--- src/rtl/rotary_pkg.sv ---
// Shared types and arithmetic helpers for the rotary encoder bank.
// Both the step path and the host preload path bound values through clampWrap().
package rotary_pkg;

    localparam logic DIR_UP   = 1'b1;
    localparam logic DIR_DOWN = 1'b0;

    typedef enum logic [1:0] {
        STEP_IDLE    = 2'd0,
        STEP_VALID   = 2'd1,
        STEP_ILLEGAL = 2'd2
    } stepKind_e;

    // Wide signed working type so bound arithmetic never overflows.
    localparam int CALC_W = 40;
    typedef logic signed [CALC_W-1:0] calc_t;
    localparam calc_t CALC_ONE = calc_t'(1);

    function automatic int defaultMax(input int width);
        return (1 << width) - 1;
    endfunction

    function automatic stepKind_e decodeStep(input logic aPrev, input logic bPrev,
                                             input logic aNow, input logic bNow);
        stepKind_e kind;
        kind = STEP_IDLE;
        if ((aPrev != aNow) && (bPrev != bNow))
            kind = STEP_ILLEGAL;
        else if ((aPrev != aNow) || (bPrev != bNow))
            kind = STEP_VALID;
        return kind;
    endfunction

    // A leading B counts up.
    function automatic logic stepDir(input logic aNow, input logic bPrev);
        return (aNow ^ bPrev) ? DIR_UP : DIR_DOWN;
    endfunction

    function automatic calc_t clampWrap(input calc_t x, input calc_t lo, input calc_t hi,
                                        input logic wrapEn);
        calc_t r;
        r = x;
        if (x > hi)
            r = wrapEn ? (lo + (x - hi) - CALC_ONE) : hi;
        else if (x < lo)
            r = wrapEn ? (hi - (lo - x) + CALC_ONE) : lo;
        return r;
    endfunction

endpackage

--- src/rtl/rotary_channel.sv ---
// One encoder: 2-FF sync, per-pin debounce, x4 quadrature decode,
// acceleration window and bounded accumulator with host preload.
module rotary_channel
    import rotary_pkg::*;
#(
    parameter int WIDTH        = 12,
    parameter int INC          = 32,
    parameter int ACCEL_MUL    = 4,
    parameter int ACCEL_CYCLES = 120000,
    parameter int DEBOUNCE     = 4,
    parameter int MIN_VAL      = 0,
    parameter int MAX_VAL      = defaultMax(WIDTH),
    parameter int INIT_VAL     = 0,
    parameter int WRAP         = 0
) (
    input  logic             clk,
    input  logic             rst,
    input  logic             quadA,
    input  logic             quadB,
    input  logic             loadEn,
    input  logic [WIDTH-1:0] loadValue,
    output logic [WIDTH-1:0] value,
    output logic             changed,
    output logic             dir,
    output logic             illegal
);

    localparam int SUM_W = WIDTH + 2;
    localparam int DB_W  = $clog2(DEBOUNCE + 1);
    localparam int TMR_W = $clog2(ACCEL_CYCLES + 1);

    localparam logic [DB_W-1:0]         DB_LAST   = DB_W'(DEBOUNCE - 1);
    localparam logic [TMR_W-1:0]        TMR_FULL  = TMR_W'(ACCEL_CYCLES);
    localparam logic signed [SUM_W-1:0] STEP_BASE = SUM_W'(INC);
    localparam logic signed [SUM_W-1:0] STEP_FAST = SUM_W'(INC * ACCEL_MUL);
    localparam calc_t                   LO        = calc_t'(MIN_VAL);
    localparam calc_t                   HI        = calc_t'(MAX_VAL);
    localparam logic                    WRAP_EN   = (WRAP != 0);

    logic [1:0]      rawPins;
    logic [1:0]      sync0;
    logic [1:0]      sync1;
    logic [1:0]      deb;
    logic [1:0]      debPrev;
    logic [DB_W-1:0] dbCnt [2];

    // Down-counter: non-zero means the previous step is still inside the accel window.
    logic [TMR_W-1:0] accelCnt;

    stepKind_e               kind;
    logic                    upNow;
    logic signed [SUM_W-1:0] stepMag;
    logic signed [SUM_W-1:0] sum;
    calc_t                   sumExt;
    logic [WIDTH-1:0]        stepNext;
    logic [WIDTH-1:0]        loadNext;

    assign rawPins = {quadB, quadA};

    always_ff @(posedge clk or posedge rst) begin
        if (rst) begin
            sync0   <= '0;
            sync1   <= '0;
            deb     <= '0;
            debPrev <= '0;
            for (int p = 0; p < 2; p++)
                dbCnt[p] <= '0;
        end else begin
            sync0   <= rawPins;
            sync1   <= sync0;
            debPrev <= deb;
            for (int p = 0; p < 2; p++) begin
                if (sync1[p] == deb[p]) begin
                    dbCnt[p] <= '0;
                end else if (dbCnt[p] == DB_LAST) begin
                    deb[p]   <= ~deb[p];
                    dbCnt[p] <= '0;
                end else begin
                    dbCnt[p] <= dbCnt[p] + DB_W'(1);
                end
            end
        end
    end

    always_comb begin
        kind     = decodeStep(debPrev[0], debPrev[1], deb[0], deb[1]);
        upNow    = stepDir(deb[0], debPrev[1]);
        stepMag  = ((accelCnt != '0) && (upNow == dir)) ? STEP_FAST : STEP_BASE;
        sum      = $signed({2'b00, value}) + (upNow ? stepMag : -stepMag);
        sumExt   = {{(CALC_W - SUM_W){sum[SUM_W-1]}}, sum};
        stepNext = WIDTH'(clampWrap(sumExt, LO, HI, WRAP_EN));
        loadNext = WIDTH'(clampWrap(calc_t'({1'b0, loadValue}), LO, HI, 1'b0));
    end

    // A load on this channel swallows any step decoded in the same cycle.
    always_ff @(posedge clk or posedge rst) begin
        if (rst) begin
            value    <= WIDTH'(INIT_VAL);
            changed  <= 1'b0;
            dir      <= 1'b0;
            illegal  <= 1'b0;
            accelCnt <= '0;
        end else begin
            changed <= 1'b0;
            if (accelCnt != '0)
                accelCnt <= accelCnt - TMR_W'(1);
            if (kind == STEP_ILLEGAL)
                illegal <= 1'b1;
            if (loadEn) begin
                value   <= loadNext;
                changed <= (loadNext != value);
                illegal <= 1'b0;
            end else if (kind == STEP_VALID) begin
                value    <= stepNext;
                changed  <= (stepNext != value);
                dir      <= upNow;
                accelCnt <= TMR_FULL;
            end
        end
    end

endmodule

--- src/rtl/rotary_bank.sv ---
// Multi-channel rotary encoder front end: one rotary_channel per encoder,
// plus preload demux and packing of the per-channel outputs.
module rotary_bank
    import rotary_pkg::*;
#(
    parameter int CHANNELS     = 4,
    parameter int WIDTH        = 12,
    parameter int INC          = 32,
    parameter int ACCEL_MUL    = 4,
    parameter int ACCEL_CYCLES = 120000,
    parameter int DEBOUNCE     = 4,
    parameter int MIN_VAL      = 0,
    parameter int MAX_VAL      = defaultMax(WIDTH),
    parameter int INIT_VAL     = 0,
    parameter int WRAP         = 0
) (
    input  logic                        clk,
    input  logic                        reset,
    input  logic [CHANNELS-1:0]         quad_a,
    input  logic [CHANNELS-1:0]         quad_b,
    input  logic                        load,
    input  logic [$clog2(CHANNELS)-1:0] load_chan,
    input  logic [WIDTH-1:0]            load_value,
    output logic [CHANNELS*WIDTH-1:0]   value,
    output logic [CHANNELS-1:0]         changed,
    output logic [CHANNELS-1:0]         dir,
    output logic [CHANNELS-1:0]         illegal
);

    logic [CHANNELS-1:0] loadHit;

    for (genvar n = 0; n < CHANNELS; n++) begin : gCh
        // Out-of-range channel numbers match no instance and are dropped.
        assign loadHit[n] = load && (int'(load_chan) == n);

        rotary_channel #(
            .WIDTH        (WIDTH),
            .INC          (INC),
            .ACCEL_MUL    (ACCEL_MUL),
            .ACCEL_CYCLES (ACCEL_CYCLES),
            .DEBOUNCE     (DEBOUNCE),
            .MIN_VAL      (MIN_VAL),
            .MAX_VAL      (MAX_VAL),
            .INIT_VAL     (INIT_VAL),
            .WRAP         (WRAP)
        ) uChannel (
            .clk       (clk),
            .rst       (reset),
            .quadA     (quad_a[n]),
            .quadB     (quad_b[n]),
            .loadEn    (loadHit[n]),
            .loadValue (load_value),
            .value     (value[n*WIDTH +: WIDTH]),
            .changed   (changed[n]),
            .dir       (dir[n]),
            .illegal   (illegal[n])
        );
    end

endmodule

--- config.mk ---
export PLATFORM = sky130hd
export DESIGN_NAME = rotary_bank
export DESIGN_NICKNAME = d
export VERILOG_FILES = /design/src/rtl/rotary_pkg.sv /design/src/rtl/rotary_channel.sv /design/src/rtl/rotary_bank.sv
export SDC_FILE = /design/constraint.sdc
export NUM_CORES = 1
export LEC_CHECK = 0
export CAP_MARGIN = 40
export CELL_PAD_IN_SITES_DETAIL_PLACEMENT = 1
export CELL_PAD_IN_SITES_GLOBAL_PLACEMENT = 2
export CORE_UTILIZATION = 30
export CTS_CLUSTER_SIZE = 30
export DETAILED_ROUTE_END_ITERATION = 16
export GPL_ROUTABILITY_DRIVEN = 1
export HOLD_SLACK_MARGIN = 0.12
export PLACE_DENSITY_LB_ADDON = 0.1
export SLEW_MARGIN = 20
export SYNTH_ARGS = -nofsm -noshare
export SYNTH_HDL_FRONTEND = slang
export SYNTH_SLANG_ARGS = --single-unit
--- constraint.sdc ---
create_clock -name clk -period 14.48 [get_ports clk]
set_clock_uncertainty 0.2 [all_clocks]
set_input_delay 2.896 -clock clk [delete_from_list [all_inputs] [get_ports clk]]
set_output_delay 2.896 -clock clk [all_outputs]
set_load 0.05 [all_outputs]
==> results of run 1 <==
-- through the flow --
| stage | hold slack, ns | std cells | util | area, µm² |
|---|---|---|---|---|
| floorplan | 0.1312 | 1257 | - | 11510 |
| global placement | 0.1328 | 1800 | 0.3380 | 12760 |
| detailed placement | 0.1363 | 1804 | 0.3391 | 12800 |
| CTS | 0.1529 | 1836 | 0.3548 | 13400 |
| global route | 0.1588 | 1838 | 0.3559 | 13440 |
| finish | 0.1488 | 1838 | 0.3559 | 13440 |
-- Yosys cell counts (all sizes together) (17+ instances only) --
cell type	n
o21ai	104
a21oi	54
nor3	43
nor3b	17
nor4	31
dfrtp	184
inv	40
buf	22
nand3	39
nand2	129
ha	52
clkbuf	33
xor2	74
nor2	106
nor2b	24
xnor2	65
-- area by class of cell --
class	count	share of cell area
Multi-Input combinational cell	978	0.4833
Sequential cell	184	0.3426
Timing Repair Buffer	93	0.07058
Tap cell	511	0.04758
Clock buffer	17	0.03166
Clock inverter	15	0.01248
Inverter	40	0.01173
-- kinds of logic (layout without fill, tap and decap cells) --
kind of cell,Yosys count,count (layout),share of synthesized area
flip-flops,184,184,0.4000
AND/OR/NAND/NOR,491,491,0.2187
AO/OA/AOI/OAI,268,268,0.1478
buffers and inverters,95,165,0.03641
adder cells (fa/ha/maj),56,56,0.06348
multiplexers,23,23,0.02163
XOR/XNOR,140,140,0.1120
-- per-layer routing --
| metal | up-vias | wire, µm |
|---|---|---|
| met4 | 0 | 435 |
| met2 | 72 | 15600 |
| met3 | 27 | 727 |
| met5 | - | 0 |
| met1 | 4681 | 16680 |
| li1 | 4592 | - |
-- worst max path at each step --
stage	startpoint	endpoint	cells past startpoint
floorplan	reset	gCh[0].uChannel.accelCnt[0]$_DFF_PP0_	1
global placement	load_chan[1]	gCh[3].uChannel.accelCnt[16]$_DFF_PP0_	4
detailed placement	load_chan[1]	gCh[3].uChannel.accelCnt[4]$_DFF_PP0_	5
CTS	gCh[3].uChannel.accelCnt[8]$_DFF_PP0_	gCh[3].uChannel.value[1]$_DFFE_PP0P_	15
global route	gCh[3].uChannel.accelCnt[8]$_DFF_PP0_	gCh[3].uChannel.value[4]$_DFFE_PP0P_	14
finish	gCh[3].uChannel.accelCnt[8]$_DFF_PP0_	gCh[3].uChannel.value[1]$_DFFE_PP0P_	14
-- registers in the layout (all words and copies together) (netlist names) --
signal	count
gCh.uChannel.changed	4
gCh.uChannel.accelCnt	68
gCh.uChannel.dbCnt	24
gCh.uChannel.value	48
gCh.uChannel.sync1	8
gCh.uChannel.debPrev	8
gCh.uChannel.illegal	4
gCh.uChannel.dir	4
gCh.uChannel.sync0	8
gCh.uChannel.deb	8
==> metrics.cfg, run 1 <==
[outcome]
status = completed

[final_layout]
multi_input_area_um2 = 6495
antenna_cells = 0
nFillCells = 4309
area_growth_pct = 16.74
drive_gt1_frac = 0.06255
final_common_cell = dfrtp_1
layout.nets = 1395
final_cell_mix = 184 x dfrtp_1, 128 x nand2_1, 105 x nor2_1
seq_area_um2 = 4604

[global_route]
grt_pass1_wl_um = 55280
grt_usage = 0.1811
grtUsageMet1 = 0.2469
first_global_vias = 9893
grt_remaining_overflow = 0
grt_max_degree = 111
antenna_found_initial = 0
gr-usage-met2 = 0.2956
grt_busiest_layer = met2
grtUsageMet3 = 0.03185

[sta]
max_freq_ghz = 0.1956
setup_viol = 0
hold_violations = 0
setup_ws_ns = 9.367
fin_crit_ns = 5.113
rsz0062_at_grt = no
worst_pin_slew_ns = 0.8093
finalCritPeriodShare = 0.3531
drv_slew = 0
tns_ns = 0
relSlewSlack = 0.4605

[synth]
synth_ff_type = dfrtp_1
synth_edf_count = 0
ys_warn_count = 0
syn-num-nets = 1338
avgSynthCellArea_um2 = 9.158
yosysUniqueCellTypes = 85
synth_async_sr_flop_share = 1.000
synth_top_area_cell = dfrtp_1
ys_seq_area_frac = 0.4000
synth_top_area_frac = 0.4000
synthTopCellsByArea = dfrtp_1 40%, ha_1 5.7%, xor2_1 5.4%
ys_seq_elements = 184
synthCells = 1257
syn_area_um2 = 11510

[critical_path]
reg2reg_slack_ns = 9.37
crit_family = simple AND/OR/NAND/NOR gates
cp_common_cell = o21ai_0
r2r_end = gCh[3].uChannel.value[1]$_DFFE_PP0P_
crit_buf_inv = 1
rr_startpoint = gCh[3].uChannel.accelCnt[8]$_DFF_PP0_
crit_path_end_kind = register
crit_type = register to register
path_cells = or4_4 -> nor4_1 -> nand4b_1 -> a21oi_1 -> inv_1 -> fa_1 -> nand2b_1 -> a21oi_2 -> o22ai_1 -> or4b_1 -> mux2_2 -> nor2_1 -> o21ai_0 -> o21ai_0
critPathLaunchType = register
worst-path-max-fanout = 13
ff2ff_path_depth = 14
cp.arrival_ns = 5.28
required_ns = 14.65
cp_slowest_cell = or4_4
slowest_delay_ns = 0.58

[placed_design]
dp_hpwl_um = 24440
gp_congestion = 0.7803
io_buffers = 84
pre_cts_ws_ns = 9.092

[hold_path]
hp-class = register to register
hp-start = gCh[3].uChannel.sync0[0]$_DFF_PP0_
min_to = gCh[3].uChannel.sync1[0]$_DFF_PP0_
hold_path_depth = 0

[cts]
cts.repair.resized = 0
cts_tree = yes
clock_latency_ns = 0.46
cts_hold_buf = 0
max-clock-path-buffers = 2
cts_root_buffer = clkbuf_16
cts_buffers = 17
cts_setup_buffers = 0
cts_sinks = 184
htree_num_levels = 4
clkTransAtPathRegs_ns = 0.08

[detailed_routing]
ant_nets = 0
first_pass_iters = 4
routed_wl_um = 33440
drtIter0Drc = 392
wl_per_cell_um = 18.19
vias = 9372
vias_per_cell = 5.099
drc = 0

[die]
core-area_um2 = 37760
die_area_um2 = 39160
die_h_um = 197.9
dieWidth_um = 197.9
rows = 71
start_util = 0.3049
pin_count = 85

[job]
maxCapViolCount = 0

Power of run 1 is left out: the tool's default activity adds up to more than one toggle a clock period on the data nets, which glitch-free logic cannot reach.
==> inputs of run 2 (changes only) <==
Clock period 14.48 ns to 4.8 ns, I/O delays scaled along.
==> metrics.cfg, run 2 (synthesized netlist as in run 1, its figures left out) <==
[sta]
hold_slack_ns = 0.1518
relSlewSlack = 0.5053
max_freq_ghz = 0.2200
drv_slew = 0
finalCritPeriodShare = 0.9472
setup_viol = 0
fin_crit_ns = 4.546
tns_ns = 0
hold_violations = 0
worst_pin_slew_ns = 0.7370

[detailed_routing]
wl_per_cell_um = 17.89
ant_nets = 0
met2_length_um = 15540
drc = 0
top_layer_used = met4
dr_wl_met3_um = 693
drtIter0Drc = 342
m1WireLength_um = 16620
first_pass_iters = 4
vias = 9404
vias_per_cell = 5.040
routed_wl_um = 33390

[final_layout]
final_common_cell = dfrtp_1
area_growth_pct = 18.89
final_cell_mix = 184 x dfrtp_1, 128 x nand2_1, 104 x nor2_1
antenna_cells = 0
fin_area_um2 = 13690
top_regs = gCh.uChannel.accelCnt x68, gCh.uChannel.value x48, gCh.uChannel.dbCnt x24
layout.nets = 1423
top_register = gCh.uChannel.accelCnt
nFillCells = 4308
largest_reg_flops = 68
drive_gt1_frac = 0.08856

[global_route]
first_global_vias = 9916
grt_max_degree = 115
grt_usage = 0.1799
grt_pass1_wl_um = 54900
antenna_found_initial = 0
grt_remaining_overflow = 0

[critical_path]
crit_path_end_kind = register
critPathLaunchType = register
required_ns = 4.93
worst-path-max-fanout = 7
cp.arrival_ns = 4.67
cp_common_cell = or4_4
ff2ff_path_depth = 15
crit_buf_inv = 1
slowest_delay_ns = 0.56
cp_slowest_cell = or4_4
cp.depth = 15
crit_family = simple AND/OR/NAND/NOR gates
path_cells = or4_4 -> or4_4 -> nand4bb_1 -> nand2_1 -> ha_1 -> inv_1 -> fa_1 -> nor2b_2 -> o31a_1 -> o21ai_1 -> xnor2_2 -> a21oi_1 -> a2111o_1 -> nand3_1 -> a31oi_1
crit_type = register to register

[cts]
max-clock-path-buffers = 2
cts_sinks = 184
htree_num_levels = 4
cts_buffers = 17
clock_latency_ns = 0.46
cts_tree = yes
clkTransAtPathRegs_ns = 0.07
cts_root_buffer = clkbuf_16

[placed_design]
io_buffers = 84
placed_area_um2 = 12980
dp_hpwl_um = 24250
gp_congestion = 0.7862

[die]
start_util = 0.3049
core-area_um2 = 37760
rows = 71
pin_count = 85
die_area_um2 = 39160
dieWidth_um = 197.9
die_h_um = 197.9

[hold_path]
hp-class = register to register
hold_path_depth = 0

[outcome]
status = completed

[job]
maxCapViolCount = 0

==> run 2: cell types whose count changed in the layout (fill, tap and decap cells not counted), moves of 2 or more <==
cell      change
nor4_1        -3
mux2_4        +2
buf_4        +29
nor4_4        +2
clkbuf_8      +2
clkinv_4      -2
clkinv_8      -2
mux2_2        -2
==> run 2: area by class of cell <==
cell class / count / area (µm²) / area share
tap: 511 / 639.4 / 0.04672
sequential: 184 / 4604 / 0.3364
clock buffer: 20 / 456.7 / 0.03337
inverter: 40 / 153.9 / 0.01125
clock inverter: 12 / 108.9 / 0.007954
timing repair buffer: 121 / 1144 / 0.08356
multi-input combinational: 978 / 6579 / 0.4807
==> run 2: metrics by stage <==
step | setup WS (ns) | std cells | util
after floorplan | 0.2963 | 1257 | -
after global placement | 0.1629 | 1827 | 0.3439
after detailed placement | 0.03877 | 1827 | 0.3439
after CTS | 0.008348 | 1859 | 0.3593
after global routing | -0.02134 | 1866 | 0.3625
final | 0.2537 | 1866 | 0.3625
==> run 2: worst reg2reg max path, stage by stage, from the launching register on <==
cell and delay [ns]:
dfrtp_1 0.44, or4_4 0.56, or4_4 0.45, nand4bb_1 0.26, nand2_1 0.16, ha_1 0.19
inv_1 0.06, fa_1 0.41, nor2b_2 0.18, o31a_1 0.22, o21ai_1 0.20, xnor2_2 0.39
a21oi_1 0.10, a2111o_1 0.42, nand3_1 0.10, a31oi_1 0.09
==> run 2: routing by layer <==
metal  vias to the layer above  global-route usage
met5                         -                   0
met4                         0             0.05225
met3                        34             0.02827
met2                        90              0.2923
met1                      4626              0.2455
li1                       4654                   -
==> run 2: path summary, 6_finish.rpt <==
check                                                               to  slack, ns                                  start
worst max-delay path                 gCh[0].uChannel.changed$_DFF_PP0_       0.25  gCh[0].uChannel.accelCnt[8]$_DFF_PP0_
worst min-delay path                gCh[0].uChannel.sync1[0]$_DFF_PP0_       0.15     gCh[0].uChannel.sync0[0]$_DFF_PP0_
worst max register to register       gCh[0].uChannel.changed$_DFF_PP0_       0.25  gCh[0].uChannel.accelCnt[8]$_DFF_PP0_
worst min register to register      gCh[0].uChannel.sync1[0]$_DFF_PP0_       0.15     gCh[0].uChannel.sync0[0]$_DFF_PP0_
max in group asynchronous       gCh[3].uChannel.accelCnt[10]$_DFF_PP0_       2.66                                  reset
min in group asynchronous        gCh[1].uChannel.value[10]$_DFFE_PP0P_       0.72                                  reset
==> run 2: what timing repair did <==
item,CTS,global route
gates resized for setup,2,15
hold buffers,0,0
setup buffers,0,6
endpoints found under the setup margin,2,36
pin swaps,0,4
Power of run 2 is left out for the same reason.
==> inputs of run 3 (changes only) <==
Settings changed: CORE_UTILIZATION 30 to 41, DONT_BUFFER_PORTS set to 1.
==> metrics.cfg, run 3 (synthesized netlist as in run 1, its figures left out) <==
[detailed_routing]
drc = 0
vias = 9276
drtIter0Drc = 417
routed_wl_um = 31000
first_pass_iters = 4
vias_per_cell = 5.635
ant_nets = 0
wl_per_cell_um = 18.83

[final_layout]
largest_reg_flops = 68
final_common_cell = dfrtp_1
layout.nets = 1342
seq_area_um2 = 4604
antenna_cells = 0
multi_input_area_um2 = 6626
top_register = gCh.uChannel.accelCnt
nFillCells = 3142
fin_cells = 1646
top_regs = gCh.uChannel.accelCnt x68, gCh.uChannel.value x48, gCh.uChannel.dbCnt x24
area_growth_pct = 11.12
final_cell_mix = 184 x dfrtp_1, 128 x nand2_1, 104 x nor2_1
drive_gt1_frac = 0.1005

[sta]
fin_crit_ns = 4.555
setup_ws_ns = 0.2454
setup_viol = 0
finalCritPeriodShare = 0.9489
hold_slack_ns = 0.1447
max_freq_ghz = 0.2196
drv_slew = 0
worst_pin_slew_ns = 0.7872
hold_violations = 0
relSlewSlack = 0.4752

[cts]
max-clock-path-buffers = 2
cts_buffers = 17
cts_sinks = 184
clock_latency_ns = 0.45
cts_tree = yes
cts_hold_buf = 0
clkTransAtPathRegs_ns = 0.08
htree_num_levels = 4
cts_root_buffer = clkbuf_16

[job]
maxCapViolCount = 0

[global_route]
first_global_vias = 9593
grt_remaining_overflow = 0
grt_usage = 0.2267
antenna_found_initial = 0
grt_max_degree = 103
grt_pass1_wl_um = 51360

[critical_path]
worst-path-max-fanout = 5
reg2reg_slack_ns = 0.25
crit_type = register to register
cp.arrival_ns = 4.68
critPathLaunchType = register
required_ns = 4.92
crit_path_end_kind = register

[hold_path]
hp-class = register to register

[placed_design]
pre_cts_ws_ns = -0.05265
dp_cells = 1612
io_buffers = 0
dp_hpwl_um = 22740
gp_congestion = 0.8110

[die]
dieWidth_um = 169.6
die_area_um2 = 28750
die_h_um = 169.6
start_util = 0.4224
core-area_um2 = 27250
rows = 60
pin_count = 85

[outcome]
status = completed

-- run 3: cell count changes in the layout (fill, tap and decap cells not counted), sizes merged --
cell,previous run,this run
clkinv,3,6
clkbuf,20,18
clkinvlp,2,1
buf,37,40
bufinv,0,1
clkdlybuf4s50,84,0
inv,47,46
-- run 3: worst paths after layout --
kind / startpoint / to / cells after the start
setup / recovery: gCh[3].uChannel.accelCnt[8]$_DFF_PP0_ / gCh[3].uChannel.changed$_DFF_PP0_ / 14
hold / removal: gCh[0].uChannel.sync0[0]$_DFF_PP0_ / gCh[0].uChannel.sync1[0]$_DFF_PP0_ / 0
setup reg to reg: gCh[3].uChannel.accelCnt[8]$_DFF_PP0_ / gCh[3].uChannel.changed$_DFF_PP0_ / 14
hold reg to reg: gCh[0].uChannel.sync0[0]$_DFF_PP0_ / gCh[0].uChannel.sync1[0]$_DFF_PP0_ / 0
max in group asynchronous: reset / gCh[3].uChannel.accelCnt[14]$_DFF_PP0_ / 3
min in group asynchronous: reset / gCh[1].uChannel.deb[0]$_DFFE_PP0P_ / 1
-- run 3: critical path, cell delays in order, from the launching register on --
cell      delay [ns]
dfrtp_1         0.43
or4_4           0.60
nor4_4          0.22
nand4b_1        0.21
a21oi_1         0.27
inv_1           0.09
fa_1            0.43
nand2b_1        0.21
a21oi_4         0.20
o22ai_1         0.13
or4b_1          0.56
mux2i_2         0.28
nand4_1         0.13
a311oi_1        0.34
a31oi_1         0.12
-- run 3: per-layer routing --
metal	vias up	share of wire	global-route usage
met5	-	0	0
met1	4639	0.46	0.2890
met3	33	0.047	0.05527
met2	120	0.48	0.3841
li1	4484	-	-
met4	0	0.013	0.05680
-- run 3: area by class of cell --
| type | instances | area share |
|---|---|---|
| Sequential cell | 184 | 0.3600 |
| Timing Repair Buffer | 40 | 0.02543 |
| Tap cell | 372 | 0.03639 |
| Inverter | 40 | 0.01203 |
| Clock inverter | 14 | 0.01379 |
| Clock buffer | 18 | 0.03433 |
| Multi-Input combinational cell | 978 | 0.5180 |
-- run 3: per-stage QoR --
stage	utilization	setup TNS, ns	instance area (µm²)
2_1_floorplan	-	0	11510
3_3_place_gp	0.4399	0	11990
3_5_place_dp	0.4414	-0.1404	12030
4_1_cts	0.4642	0	12650
5_1_grt	0.4694	-0.01910	12790
6_report	0.4694	0	12790
-- run 3: repair_timing --
item                       CTS  global route
setup endpoints to repair    6            29
buffers inserted             0             2
pin swaps                    0             6
gates resized for setup      1            23
Power of run 3 is left out for the same reason.
